## src/rtl/sp_ram_arbiter.sv

```systemverilog
// Round-robin arbiter sharing one single-port RAM between two requesters, with a post-reset init sweep.
// Latency: grant is combinational; read data returns one cycle after the accepting edge.
// Backpressure: readies stay low during the sweep; a loser holds its request until its ready is seen.
module sp_ram_arbiter #(
    parameter int unsigned         DEPTH    = 8,
    parameter int unsigned         WIDTH    = 8,
    parameter int unsigned         AW       = $clog2(DEPTH),
    parameter logic [WIDTH-1:0]    INIT_VAL = '0
) (
    input  logic             clk,
    input  logic             rst,
    input  logic             req0_valid,
    input  logic             req0_we,
    input  logic [AW-1:0]    req0_addr,
    input  logic [WIDTH-1:0] req0_wdata,
    output logic             req0_ready,
    output logic             rsp0_valid,
    output logic [WIDTH-1:0] rsp0_rdata,
    input  logic             req1_valid,
    input  logic             req1_we,
    input  logic [AW-1:0]    req1_addr,
    input  logic [WIDTH-1:0] req1_wdata,
    output logic             req1_ready,
    output logic             rsp1_valid,
    output logic [WIDTH-1:0] rsp1_rdata,
    output logic             ram_we,
    output logic [AW-1:0]    ram_addr,
    output logic [WIDTH-1:0] ram_wdata,
    input  logic [WIDTH-1:0] ram_rdata,
    output logic             init_done
);

    typedef enum logic {
        ST_INIT = 1'b0,
        ST_RUN  = 1'b1
    } state_t;

    state_t           state;
    state_t           state_nxt;
    logic [AW-1:0]    cnt;
    logic [AW-1:0]    cnt_nxt;
    logic             ptr;
    logic             gnt_vld;
    logic             gnt_id;
    logic             win_we;
    logic [AW-1:0]    addr_q;
    logic [WIDTH-1:0] wdata_q;
    logic [WIDTH-1:0] hold0_q;
    logic [WIDTH-1:0] hold1_q;

    always_comb begin
        state_nxt = state;
        cnt_nxt   = cnt;
        gnt_vld   = 1'b0;
        gnt_id    = 1'b0;
        win_we    = 1'b0;
        ram_we    = 1'b0;
        ram_addr  = addr_q;
        ram_wdata = wdata_q;
        case (state)
            ST_INIT: begin
                ram_we    = 1'b1;
                ram_addr  = cnt;
                ram_wdata = INIT_VAL;
                cnt_nxt   = cnt + 1'b1;
                if (cnt == AW'(DEPTH - 1)) begin
                    state_nxt = ST_RUN;
                end
            end
            ST_RUN: begin
                gnt_vld = req0_valid | req1_valid;
                // Pointer only breaks ties; a lone requester always wins.
                gnt_id  = (req0_valid && req1_valid) ? ptr : req1_valid;
                if (gnt_vld) begin
                    win_we    = gnt_id ? req1_we    : req0_we;
                    ram_we    = win_we;
                    ram_addr  = gnt_id ? req1_addr  : req0_addr;
                    ram_wdata = gnt_id ? req1_wdata : req0_wdata;
                end
            end
            default: begin
                state_nxt = ST_INIT;
            end
        endcase
    end

    assign req0_ready = gnt_vld && !gnt_id;
    assign req1_ready = gnt_vld &&  gnt_id;
    assign init_done  = (state == ST_RUN);

    // Read data passes straight through while valid and is held afterwards.
    assign rsp0_rdata = rsp0_valid ? ram_rdata : hold0_q;
    assign rsp1_rdata = rsp1_valid ? ram_rdata : hold1_q;

    always_ff @(posedge clk or negedge rst) begin
        if (!rst) begin
            state      <= ST_INIT;
            cnt        <= '0;
            ptr        <= 1'b0;
            addr_q     <= '0;
            wdata_q    <= '0;
            rsp0_valid <= 1'b0;
            rsp1_valid <= 1'b0;
            hold0_q    <= '0;
            hold1_q    <= '0;
        end else begin
            state      <= state_nxt;
            cnt        <= cnt_nxt;
            addr_q     <= ram_addr;
            wdata_q    <= ram_wdata;
            if (gnt_vld) begin
                ptr <= ~gnt_id;
            end
            rsp0_valid <= gnt_vld && !gnt_id && !win_we;
            rsp1_valid <= gnt_vld &&  gnt_id && !win_we;
            if (rsp0_valid) begin
                hold0_q <= ram_rdata;
            end
            if (rsp1_valid) begin
                hold1_q <= ram_rdata;
            end
        end
    end

endmodule

```

## config.mk

```make
export PLATFORM = sky130hd
export DESIGN_NAME = sp_ram_arbiter
export DESIGN_NICKNAME = d
export VERILOG_FILES = /design/src/rtl/sp_ram_arbiter.sv
export SDC_FILE = /design/constraint.sdc
export NUM_CORES = 1
export LEC_CHECK = 0
export ABC_AREA = 1
export CORE_ASPECT_RATIO = 0.6
export CORE_UTILIZATION = 39
export CTS_BUF_LIST = sky130_fd_sc_hd__clkbuf_8
export DETAILED_ROUTE_END_ITERATION = 7
export PLACE_DENSITY = 0.77
export SLEW_MARGIN = 15
export SYNTH_ARGS = -nofsm -noshare
export SYNTH_HDL_FRONTEND = slang
export SYNTH_SLANG_ARGS = --single-unit
```

## constraint.sdc

```tcl
create_clock -name clk -period 1.3 [get_ports clk]
set_input_delay 0.325 -clock clk [delete_from_list [all_inputs] [get_ports clk]]
set_output_delay 0.325 -clock clk [all_outputs]
set_load 0.05 [all_outputs]
```

==> impl_metrics.csv <==
group,metric,value,unit
run,max-cap-violations,0,
final_layout,num_antenna_cells,0,
outcome,violations,"setup timing",
floorplan,die-area,0.00424,sq mm
place,dp_hpwl,3590,microns
timing,slew_headroom,80.0,%
grt,antenna_found_initial,0,
power,p_int,2.85,mW
setup_path,arrival,1.63,ns
place,placed_cells,300,
power,combPwrFrac,55.5,%
power,sequentialPowerShare,27.9,%
synthesis,synth.distinct_cells,22,
setup_path,end_kind,"output port",
clocking,cts_made_buffers,5,
setup_path,cp.required,0.98,ns
timing,worst_pin_slew,0.300,ns
floorplan,row_count,17,
setup_path,crit_chain,"clkdlybuf4s15_2 > nor2_4 > nand2_1 > inv_4 > nand2_1 > nand2_1 > inv_1 > nand2_4 > buf_12",
timing,min_period_over_period,150,%
synthesis,syn_area_per_cell,9.34,sq um
detailed_routing,drcViolationCount,0,
floorplan,die_x,83.4,microns
final_layout,layout-drive-gt1-share,57.6,%
timing,hold_viol,0,
synthesis,syn_area,0.00155,sq mm
timing,hold_ws,0.477,ns
clocking,clk_pin_slew_worst_paths,0.07,ns
synthesis,syn-num-nets,204,
detailed_routing,dr.pass1.iters,4,
floorplan,core,0.00374,sq mm
setup_path,cp-start-kind,"input pin",
synthesis,synth_seq_cells,34,
detailed_routing,drt_wl_total,8780,microns
setup_path,slowest_delay,0.28,ns
detailed_routing,vias,1896,
final_layout,final_net_count,325,
timing,fmax,0.512,GHz
power,powerDensity,1280,mW/mm^2
synthesis,seq_area_frac_synth,54.9,%
floorplan,pin_count,69,
grt,overflow,0,
clocking,max-clock-path-buffers,2,
outcome,status,"complete, but fails checks",
synthesis,yosysWarnings,0,
setup_path,crit_top_cell,"nand2_1",
setup_path,path_max_fanout,10,
final_layout,final.fill_count,71,
grt,grtUsageTotal,34.2,%
clocking,htree_levels,2,
power,p_leak,1.77,nW
final_layout,fin_cells,335,
floorplan,die_h,50.8,microns
timing,fin_crit,1.95,ns
floorplan,start_util,41.4,%
timing,finClkSkew,0.00986,ns
final_layout,multiInputGateArea,968,sq um
timing,final.setup.tns,-15.93,ns
clocking,cts_root_buffer,"clkbuf_8",
clocking,clk_latency,0.30,ns
clocking,clkSinkCount,34,
timing,drv_slew,0,
place,port_buffers,68,
clocking,cts_tree,"yes",
synthesis,netlist_instances,166,
grt,grt_pass1_wl,10300,microns
power,switching_share,38.4,%
timing,setup_slack,-0.653,ns
grt,grt_max_degree,19,
detailed_routing,via_per_inst,5.66,
grt,grt_pass1_vias,1867,
power,ir_worst_vdd,0.00116,V
detailed_routing,final_antenna_net_count,0,
final_layout,seq_area,855,sq um
detailed_routing,drt_iter0_drc,153,
power,power.switching,1.77,mW
setup_path,slowest_stage,"clkdlybuf4s15_2",
setup_path,critPathKind,"in2out",
final_layout,syn_to_final_growth,133,%
power,clkPwrFrac,16.6,%
timing,rsz0062_at_grt,"true",
worst_hold_path,min-delay-path-class,"in2async",
detailed_routing,post_drt_wl_per_cell,26.2,microns
place,post-place-ws,-0.785,ns
place,place_congestion,0.804,
timing,setup_violations,45,
==> power by group through the flow <==
stage / Combinational (mW) / Sequential (mW) / Clock (mW)
after floorplan: 1.01 / 1.28 / 0
after global placement: 2.02 / 1.29 / 0
after global routing: 2.62 / 1.29 / 0.828
after detailed placement: 2.05 / 1.30 / 0
final: 2.57 / 1.29 / 0.768
after CTS: 2.27 / 1.26 / 0.723
==> registers in the layout, summed over array words and instances, names as in the netlist <==
name        cells
wdata_q         8
init_done       1
addr_q          3
cnt             3
rsp0_valid      1
ptr             1
hold1_q         8
rsp1_valid      1
hold0_q         8
==> per-layer routing <==
metal	vias up	routed length [microns]	track usage (%)
met5	-	0	0
met4	0	555	19.0
met3	48	811	8.24
met2	169	4180	60.1
met1	926	3230	39.6
li1	753	-	-
==> layout by cell type (no fill, tap or decap), drive strengths merged, types with 2 or more instances in the layout <==
cell           Yosys  routed
nand2             55      55
a21oi              2       2
nor2              11      11
clkdlybuf4s50      0      32
ha                 2       2
inv               23      25
nand3              4       4
mux2              16      16
o21ai              8       8
dfrtp             34      34
clkbuf             0       7
buf                6      84
==> per-stage QoR <==
stage | util, % | total power [mW] | instance area [sq um]
2_1_floorplan | - | 2.29 | 1760
3_3_place_gp | 79.5 | 3.31 | 2980
3_5_place_dp | 79.5 | 3.35 | 2980
4_1_cts | 89.2 | 4.26 | 3340
5_1_grt | 96.5 | 4.74 | 3610
6_report | 96.5 | 4.62 | 3610
==> synth_stat cells, drive strengths merged <==
| cell | n | area share, % |
|---|---|---|
| nand2 | 55 | 13 |
| dfrtp | 34 | 55 |
| inv | 23 | 5.6 |
| mux2 | 16 | 12 |
| nor2 | 11 | 3.3 |
| o21ai | 8 | 2.6 |
| buf | 6 | 2.7 |
| nand3 | 4 | 1.3 |
| a21oi | 2 | 0.65 |
| ha | 2 | 1.6 |
| a211oi | 1 | 0.48 |
| and2 | 1 | 0.40 |
| nand3b | 1 | 0.48 |
| or2 | 1 | 0.40 |
| xnor2 | 1 | 0.57 |
==> worst max-delay path, delay by kind of cell <==
family	cells	cell delay, ns
buffers and inverters	4	0.67
and+or+nand+nor	5	0.62
==> cell families (layout without fill, tap and decap cells) <==
| group | count (synthesis) | after routing | share of synthesized area, % |
|---|---|---|---|
| compound gates | 11 | 11 | 3.71 |
| xor+xnor | 1 | 1 | 0.565 |
| flops | 34 | 34 | 54.9 |
| simple gates | 73 | 73 | 19.4 |
| fa+ha+maj | 2 | 2 | 1.61 |
| buf+inv | 29 | 151 | 8.23 |
| mux | 16 | 16 | 11.6 |
==> final cells by class <==
class | count | share of cell area (%)
Timing Repair Buffer | 120 | 42.9
Multi-Input combinational cell | 103 | 26.8
Sequential cell | 34 | 23.6
Inverter | 23 | 2.77
Clock buffer | 5 | 1.90
Tap cell | 47 | 1.63
Clock inverter | 3 | 0.312
==> timing repair <==
item,in CTS,in global routing
cloned,2,1
buffers inserted,15,9
setup endpoints to repair,44,39
hold buffers,1,0
endpoints found under the hold margin,8,0
resized for setup,32,51
pin swaps,11,18
==> final timing paths <==
path                       depth (start not counted)        from          end  slack [ns]
min reg2reg                                        2  wdata_q[2]   wdata_q[2]        0.54
min                                                2         rst   wdata_q[3]        0.48
max in group asynchronous                          3         rst   rsp0_valid        0.39
max                                                9  req1_valid  ram_addr[2]       -0.65
max reg2reg                                        9         ptr   wdata_q[1]       -0.15
min in group clk                                   2  wdata_q[2]   wdata_q[2]        0.54
No activity file was read; power rests on OpenSTA's default activity.
